### config.mk
export PLATFORM = sky130hd
export DESIGN_NAME = universal_shift_register
export DESIGN_NICKNAME = d
export VERILOG_FILES = /design/src/rtl/universal_shift_register.sv
export SDC_FILE = /design/constraint.sdc
export NUM_CORES = 1
export LEC_CHECK = 0
export ABC_AREA = 1
export CAP_MARGIN = 20
export CORE_MARGIN = 5
export CORE_UTILIZATION = 52
export CTS_CLUSTER_SIZE = 24
export DETAILED_ROUTE_END_ITERATION = 8
export PLACE_DENSITY = 0.84
export SLEW_MARGIN = 20
export SYNTH_ARGS = -nofsm -noshare
export SYNTH_HDL_FRONTEND = slang
export SYNTH_SLANG_ARGS = --single-unit
### constraint.sdc
create_clock -name clk -period 2.89 [get_ports clk]
set_input_delay 0.578 -clock clk [delete_from_list [all_inputs] [get_ports clk]]
set_output_delay 0.578 -clock clk [all_outputs]
set_load 0.01 [all_outputs]
### src/rtl/universal_shift_register.sv
// Universal shift register: a command is accepted in IDLE. It either loads,
// holds or clears the register in one edge, or runs a multi-cycle
// shift/rotate sequence with one step per clock edge.
// Ports:
//   clk, reset_n     - clock, asynchronous active-low reset
//   start/mode/amt/D - command strobe, op code, step count, load data (IDLE only)
//   sin_l / sin_r    - serial inputs for right / left shifts (sampled every step)
//   Q                - register contents
//   sout_l / sout_r  - Q[N-1] / Q[0]
//   busy / done      - RUN indicator / one-cycle completion pulse
module universal_shift_register #(
  parameter int unsigned N = 8,
  parameter int unsigned W = $clog2(N + 1)
) (
  input  logic         clk,
  input  logic         reset_n,
  input  logic         start,
  input  logic [2:0]   mode,
  input  logic [W-1:0] amt,
  input  logic [N-1:0] D,
  input  logic         sin_l,
  input  logic         sin_r,
  output logic [N-1:0] Q,
  output logic         sout_l,
  output logic         sout_r,
  output logic         busy,
  output logic         done
);

  typedef enum logic [1:0] {
    S_IDLE = 2'd0,
    S_RUN  = 2'd1,
    S_DONE = 2'd2
  } state_e;

  localparam logic [2:0] M_HOLD = 3'b000;
  localparam logic [2:0] M_LOAD = 3'b001;
  localparam logic [2:0] M_SHL  = 3'b010;
  localparam logic [2:0] M_SHR  = 3'b011;
  localparam logic [2:0] M_SAR  = 3'b100;
  localparam logic [2:0] M_ROL  = 3'b101;
  localparam logic [2:0] M_ROR  = 3'b110;
  localparam logic [2:0] M_CLR  = 3'b111;

  state_e       state_q, state_d;
  logic [N-1:0] q_q, q_d;
  logic [2:0]   mode_q, mode_d;
  logic [W-1:0] cnt_q, cnt_d;
  logic         busy_q, busy_d;
  logic         done_q, done_d;

  // One single-bit step of a shift/rotate op code.
  function automatic logic [N-1:0] step(input logic [2:0]   m,
                                        input logic [N-1:0] v,
                                        input logic         sl,
                                        input logic         sr);
    logic [N-1:0] r;
    r = v;
    case (m)
      M_SHL:   r = {v[N-2:0], sr};
      M_SHR:   r = {sl, v[N-1:1]};
      M_SAR:   r = {v[N-1], v[N-1:1]};
      M_ROL:   r = {v[N-2:0], v[N-1]};
      M_ROR:   r = {v[0], v[N-1:1]};
      default: r = v;
    endcase
    return r;
  endfunction

  // Next-state, datapath and registered-output logic.
  always_comb begin
    state_d = state_q;
    q_d     = q_q;
    mode_d  = mode_q;
    cnt_d   = cnt_q;
    case (state_q)
      S_IDLE: begin
        if (start) begin
          case (mode)
            M_HOLD: begin
              q_d     = q_q;
              state_d = S_DONE;
            end
            M_LOAD: begin
              q_d     = D;
              state_d = S_DONE;
            end
            M_CLR: begin
              q_d     = '0;
              state_d = S_DONE;
            end
            default: begin
              mode_d  = mode;
              cnt_d   = amt;
              state_d = (amt == '0) ? S_DONE : S_RUN;
            end
          endcase
        end
      end
      S_RUN: begin
        q_d   = step(mode_q, q_q, sin_l, sin_r);
        cnt_d = cnt_q - W'(1);
        if (cnt_q == W'(1)) begin
          state_d = S_DONE;
        end
      end
      S_DONE: begin
        state_d = S_IDLE;
      end
      default: begin
        state_d = S_IDLE;
      end
    endcase
    busy_d = (state_d == S_RUN);
    done_d = (state_d == S_DONE);
  end

  // State and datapath registers.
  always_ff @(posedge clk or negedge reset_n) begin
    if (!reset_n) begin
      state_q <= S_IDLE;
      q_q     <= '0;
      mode_q  <= M_HOLD;
      cnt_q   <= '0;
      busy_q  <= 1'b0;
      done_q  <= 1'b0;
    end else begin
      state_q <= state_d;
      q_q     <= q_d;
      mode_q  <= mode_d;
      cnt_q   <= cnt_d;
      busy_q  <= busy_d;
      done_q  <= done_d;
    end
  end

  assign Q      = q_q;
  assign sout_l = q_q[N-1];
  assign sout_r = q_q[0];
  assign busy   = busy_q;
  assign done   = done_q;

endmodule

==> results.py, run 1 <==
metrics = {
    "critical_path": {
        "critPathTopFamily": "buffers and inverters",
        "r2r_cells": 6,
        "reg2reg_slack_ns": 1.24,
        "required_ns": 2.31,
        "crit_chain": "clkdlybuf4s50_1",
        "slowest_stage": "clkdlybuf4s50_1",
        "crit_path_start": "Q[1]",
        "crit_arrival_ns": 1.35,
        "r2r-start": "state_q[1]",
        "setup.worst_path.start_class": "flop",
        "cp_max_fo": 6,
        "cp_num_buf_inv": 1,
        "worst_setup_path_end_kind": "output pin",
        "slowest_delay_ns": 0.57,
        "crit_type": "reg -> out",
        "worstReg2RegEnd": "Q[0]",
    },
    "die": {
        "io_pins": 32,
        "core_area_sq_um": 2250,
        "die_area_sq_um": 3510,
        "die_x_um": 59.2,
        "die_y_um": 59.2,
        "initial_core_util_pct": 55.9,
        "rows": 17,
    },
    "power": {
        "p_per_area_nw_per_um2": 1110,
        "leakagePower_nw": 0.767,
        "ir_worst_vdd_v": 0.000829,
    },
    "timing": {
        "setup_violations": 0,
        "finalCritPeriodShare_pct": 66.6,
        "layout_setup_ws_ns": 0.966,
        "rsz0062_at_grt": "false",
        "period_needed_ns": 1.92,
        "fin_setup_tns_ns": 0,
        "slew_headroom_pct": 41.1,
        "fmax_ghz": 0.520,
        "worst_slew_pin_slew_ns": 0.880,
        "drv_slew": 0,
        "finalHoldViolCount": 0,
        "fin_worst_skew_ns": 0.00223,
    },
    "place": {
        "pre_cts_slack_ns": 0.846,
        "portBuffers": 31,
        "hpwl_mm": 2.45,
        "gp_congestion": 0.881,
        "placedCellCount": 232,
    },
    "detailed_routing": {
        "drt_first_pass_iters": 4,
        "vias_per_cell": 5.50,
        "drtIter0Drc": 47,
        "wl_mm": 3.15,
        "wl_per_cell_um": 13.4,
        "antenna_left": 0,
        "drc_errors": 0,
        "vias": 1298,
    },
    "synthesis": {
        "synth_nets": 200,
        "synthTopCellsByArea": "dfrtp_1, nand2_1, nand3_1",
        "synth_cells": 178,
        "yosysWarnings": 0,
        "netlist_area_sq_um": 1260,
        "ys_types": 26,
        "yosysTopAreaCellShare_pct": 37.7,
        "synth_top_area_cell": "dfrtp_1",
        "postSynthAreaPerCell_sq_um": 7.08,
        "ys_seq_elements": 19,
        "ys_seq_area_share_pct": 37.7,
    },
    "min_path": {
        "min_to": "Q[4]",
        "hold_class": "reg -> reg",
        "hold_depth": 2,
        "hold_path.startpoint": "Q[4]",
    },
    "final_layout": {
        "nets": 231,
        "drive_gt1_share_pct": 10.6,
        "fin_util_pct": 71.0,
        "area_delta_synth_final_pct": 27.0,
        "diodes": 0,
        "n_fill_cell": 195,
        "stdcell_count": 236,
    },
    "grt": {
        "grt_pass1_wl_mm": 5.53,
        "grt_max_degree": 20,
        "grt_pass1_vias": 1302,
        "grtUsageTotal_pct": 20.5,
        "grt_overflow": 0,
        "antenna_found_initial": 0,
    },
    "clock_network": {
        "post_cts_buffers": 0,
        "ctsLongestPathBuffers": 2,
        "h-tree-depth": 1,
        "cts_hold_buf": 0,
        "clk_pin_slew_ns": 0.11,
        "cts_tree": "yes",
        "cts-root-buf": "clkbuf_4",
        "cts_buffers": 3,
        "cts_resized": 0,
        "numClockSinks": 19,
        "clock_latency_ns": 0.30,
    },
    "run_status": {
        "status": "completed",
    },
    "job": {
        "maxCapViolations": 0,
    },
}
how the worst max path moves through the flow:
stage	end	slack, ns	cells past startpoint
finish	Q[1]	0.97	1
global placement	cnt_q[1]	0.89	8
detailed placement	cnt_q[1]	0.85	8
CTS	Q[1]	0.95	1
floorplan	Q[2]	1.60	7
global route	Q[1]	0.88	1
per-layer routing:
layer  routed length, um  global-route usage, %  share of wire (%)
met5                   0                      0                  0
met4                  85                   11.7                2.7
met3                 181                   4.14                5.7
met2                1620                   35.1                 51
met1                1270                   23.3                 40
registers in the layout (all words and copies together), names as in the netlist:
name,flops
Q,8
cnt_q,4
mode_q,3
state_q,2
busy,1
done,1
through the flow:
stage / hold slack [ns] / cell area (sq um) / power (mW)
2_1_floorplan: 0.282 / 1260 / 1.31
3_3_place_gp: 0.514 / 1570 / 1.61
3_5_place_dp: 0.526 / 1570 / 1.64
4_1_cts: 0.551 / 1600 / 1.79
5_1_grt: 0.576 / 1600 / 1.96
6_report: 0.552 / 1600 / 1.78
synth_stat cells, drive strengths merged:
cell,count
nand2,68
nand3,20
dfrtp,19
o21ai,16
inv,15
nor2,15
a21oi,7
buf,4
nand4,4
nor3,4
ha,2
clkbuf,1
o211ai,1
or2,1
xnor2,1
area by class of cell:
type | count | area, sq um | share of cell area, %
Clock buffer | 4 | 26.3 | 1.64
Inverter | 15 | 61.3 | 3.83
Multi-Input combinational cell | 139 | 692 | 43.2
Sequential cell | 19 | 475 | 29.7
Tap cell | 28 | 35.0 | 2.19
Timing Repair Buffer | 31 | 310 | 19.4
placed cells by master, fill, tap and decap left out, types with 3 or more instances in the layout:
cell type        instances
nor3_1                   4
inv_2                    5
clkdlybuf4s50_1         31
nor2_1                  12
a21oi_1                  6
nand3_1                 17
clkbuf_4                 3
nand2_2                  5
nand2_1                 63
o21ai_0                 11
o21ai_1                  5
inv_1                    8
nand4_1                  4
dfrtp_1                 19
kinds of logic after synthesis:
kind of cell               synth area share (%)
and+or+nand+nor                            42.2
AOI/OAI and AO/OA                          10.0
buffers and inverters                      7.35
DFF                                        37.7
adders and majority gates                  1.99
xor gates and xnor gates                  0.695
power by group:
group,switching (mW),leakage (nW),internal [mW]
logic,0.648,0.520,0.451
clock network,0.0859,0.0150,0.0539
registers,0.145,0.232,0.397
(Power assumes the default switching activity.)
==> run 2, diff against run 1 <==
CORE_ASPECT_RATIO = 2   (was default)
CORE_UTILIZATION = 44   (was 52)
PLACE_DENSITY = 0.76   (was 0.84)
clock period = 1.7 ns   (was 2.89 ns; I/O delays follow)
==> run 2 against run 1 <==
Total power increased by 79%. Clock skew decreased by 0.0016 ns. Setup slack got worse by 0.89 ns. Clock power increased by 140%. Flip-flop and latch count unchanged. Global-route usage decreased by 1.7 points. Combinational power increased by 75%. Largest cell class unchanged.
==> results.py, run 2 (same netlist as run 1, synthesis figures left out) <==
metrics = {
    "critical_path": {
        "required_ns": 1.36,
        "setup.worst_path.start_class": "flop",
        "slowest_stage": "clkdlybuf4s50_1",
        "path_depth": 1,
        "cp_num_buf_inv": 1,
        "cp_max_fo": 6,
        "worst_setup_path_end_kind": "output pin",
        "crit_type": "reg -> out",
        "crit_arrival_ns": 1.28,
        "r2r_cells": 7,
        "slowest_delay_ns": 0.57,
        "crit_chain": "clkdlybuf4s50_1",
        "critPathTopFamily": "buffers and inverters",
    },
    "clock_network": {
        "cts-root-buf": "clkbuf_8",
        "ctsLongestPathBuffers": 2,
        "clock_latency_ns": 0.26,
        "h-tree-depth": 1,
        "cts_tree": "yes",
        "post_cts_buffers": 0,
        "cts_buffers": 3,
        "cts_resized": 0,
        "cts_hold_buf": 0,
        "clk_pin_slew_ns": 0.08,
        "numClockSinks": 19,
    },
    "timing": {
        "slew_headroom_pct": 78.4,
        "worst_slew_pin_slew_ns": 0.324,
        "fin_worst_skew_ns": 0.000595,
        "finalCritPeriodShare_pct": 95.3,
        "finalHoldViolCount": 0,
        "fmax_ghz": 0.618,
        "fin_setup_tns_ns": 0,
        "rsz0062_at_grt": "false",
        "drv_slew": 0,
        "period_needed_ns": 1.62,
        "setup_violations": 0,
    },
    "place": {
        "gp_congestion": 0.904,
        "portBuffers": 31,
        "placedCellCount": 237,
        "hpwl_mm": 2.65,
    },
    "detailed_routing": {
        "vias_per_cell": 5.54,
        "wl_mm": 3.38,
        "drc_errors": 0,
        "drt_first_pass_iters": 5,
        "wl_per_cell_um": 14.0,
        "drtIter0Drc": 45,
        "vias": 1335,
        "antenna_left": 0,
    },
    "power": {
        "ir_worst_vdd_v": 0.000883,
        "p_per_area_nw_per_um2": 1930,
        "leakagePower_nw": 0.796,
    },
    "die": {
        "core_area_sq_um": 2770,
        "die_area_sq_um": 4100,
        "die_x_um": 47.8,
        "die_y_um": 85.7,
        "initial_core_util_pct": 45.5,
        "io_pins": 32,
        "rows": 27,
    },
    "grt": {
        "grt_pass1_wl_mm": 5.75,
        "antenna_found_initial": 0,
        "grt_max_degree": 20,
        "grt_overflow": 0,
        "grtUsageTotal_pct": 18.8,
        "grt_pass1_vias": 1347,
    },
    "min_path": {
        "hold_class": "in -> async",
    },
    "final_layout": {
        "multi_input_area_sq_um": 692,
        "final_cell_mix": "nand2_1, clkdlybuf4s50_1, dfrtp_1, nand3_1, nor2_1",
        "diodes": 0,
        "nets": 235,
        "n_fill_cell": 272,
        "largest_register_ffs": 8,
        "stdcell_count": 241,
        "regArea_sq_um": 475,
        "final_common_cell": "nand2_1",
        "area_delta_synth_final_pct": 31.1,
        "drive_gt1_share_pct": 12.7,
    },
    "job": {
        "maxCapViolations": 0,
    },
    "run_status": {
        "status": "completed",
    },
}
==> run 2: cell types whose count changed in the layout (fill, tap and decap cells not counted) <==
cell | before | now
buf_4 | 0 | 4
clkbuf_1 | 1 | 0
clkbuf_4 | 3 | 0
clkbuf_8 | 0 | 3
clkinv_2 | 0 | 1
==> run 2: worst paths after layout <==
| kind | start | end | slack (ns) |
|---|---|---|---|
| worst min-delay path | reset_n | done | 0.41 |
| worst max register to register | state_q[0] | Q[0] | 0.26 |
| worst max-delay path | Q[1] | Q[1] | 0.08 |
| max in group asynchronous | reset_n | Q[1] | 1.08 |
| worst min register to register | Q[5] | Q[5] | 0.55 |
| min in group clk | Q[5] | Q[5] | 0.55 |
==> run 2: metal layers <==
layer | track usage, % | vias up | part of all wire [%]
met5 | 0 | - | 0
met4 | 13.2 | 0 | 5.4
met3 | 1.26 | 15 | 5.5
met2 | 31.0 | 59 | 53
met1 | 20.9 | 617 | 36
li1 | - | 644 | -
==> run 2: per-stage QoR <==
step	cell area, sq um	setup slack, ns	power (mW)	hold WS, ns	util, %
after CTS	1650	0.0810	3.20	0.416	59.6
after global routing	1650	0.0272	3.49	0.431	59.6
after detailed placement	1610	-0.0342	2.86	0.530	57.9
after global placement	1610	0.00725	2.79	0.515	57.9
final	1650	0.0807	3.18	0.407	59.6
after floorplan	1260	0.485	2.22	0.0444	-
==> run 2: where the power goes <==
part | switching [mW] | leakage (nW) | internal, mW
clock | 0.168 | 0.0255 | 0.163
sequential | 0.247 | 0.232 | 0.676
combinational | 1.13 | 0.538 | 0.803
==> run 2: worst register-to-register path, cell delays in order, from the launching register on <==
cell and delay (ns):
dfrtp_1 0.39, inv_1 0.06, nor2_2 0.27, nand2_1 0.15, nor2_4 0.21, nor2_8 0.08
nor2_1 0.12, a21oi_2 0.04
==> run 2: layout make-up <==
cell class,count,share of cell area (%)
clock buffer,3,2.50
clock inverter,1,0.303
inverter,15,3.71
multi-input combinational,139,41.9
sequential,19,28.8
tap,29,2.20
timing repair buffer,35,20.6
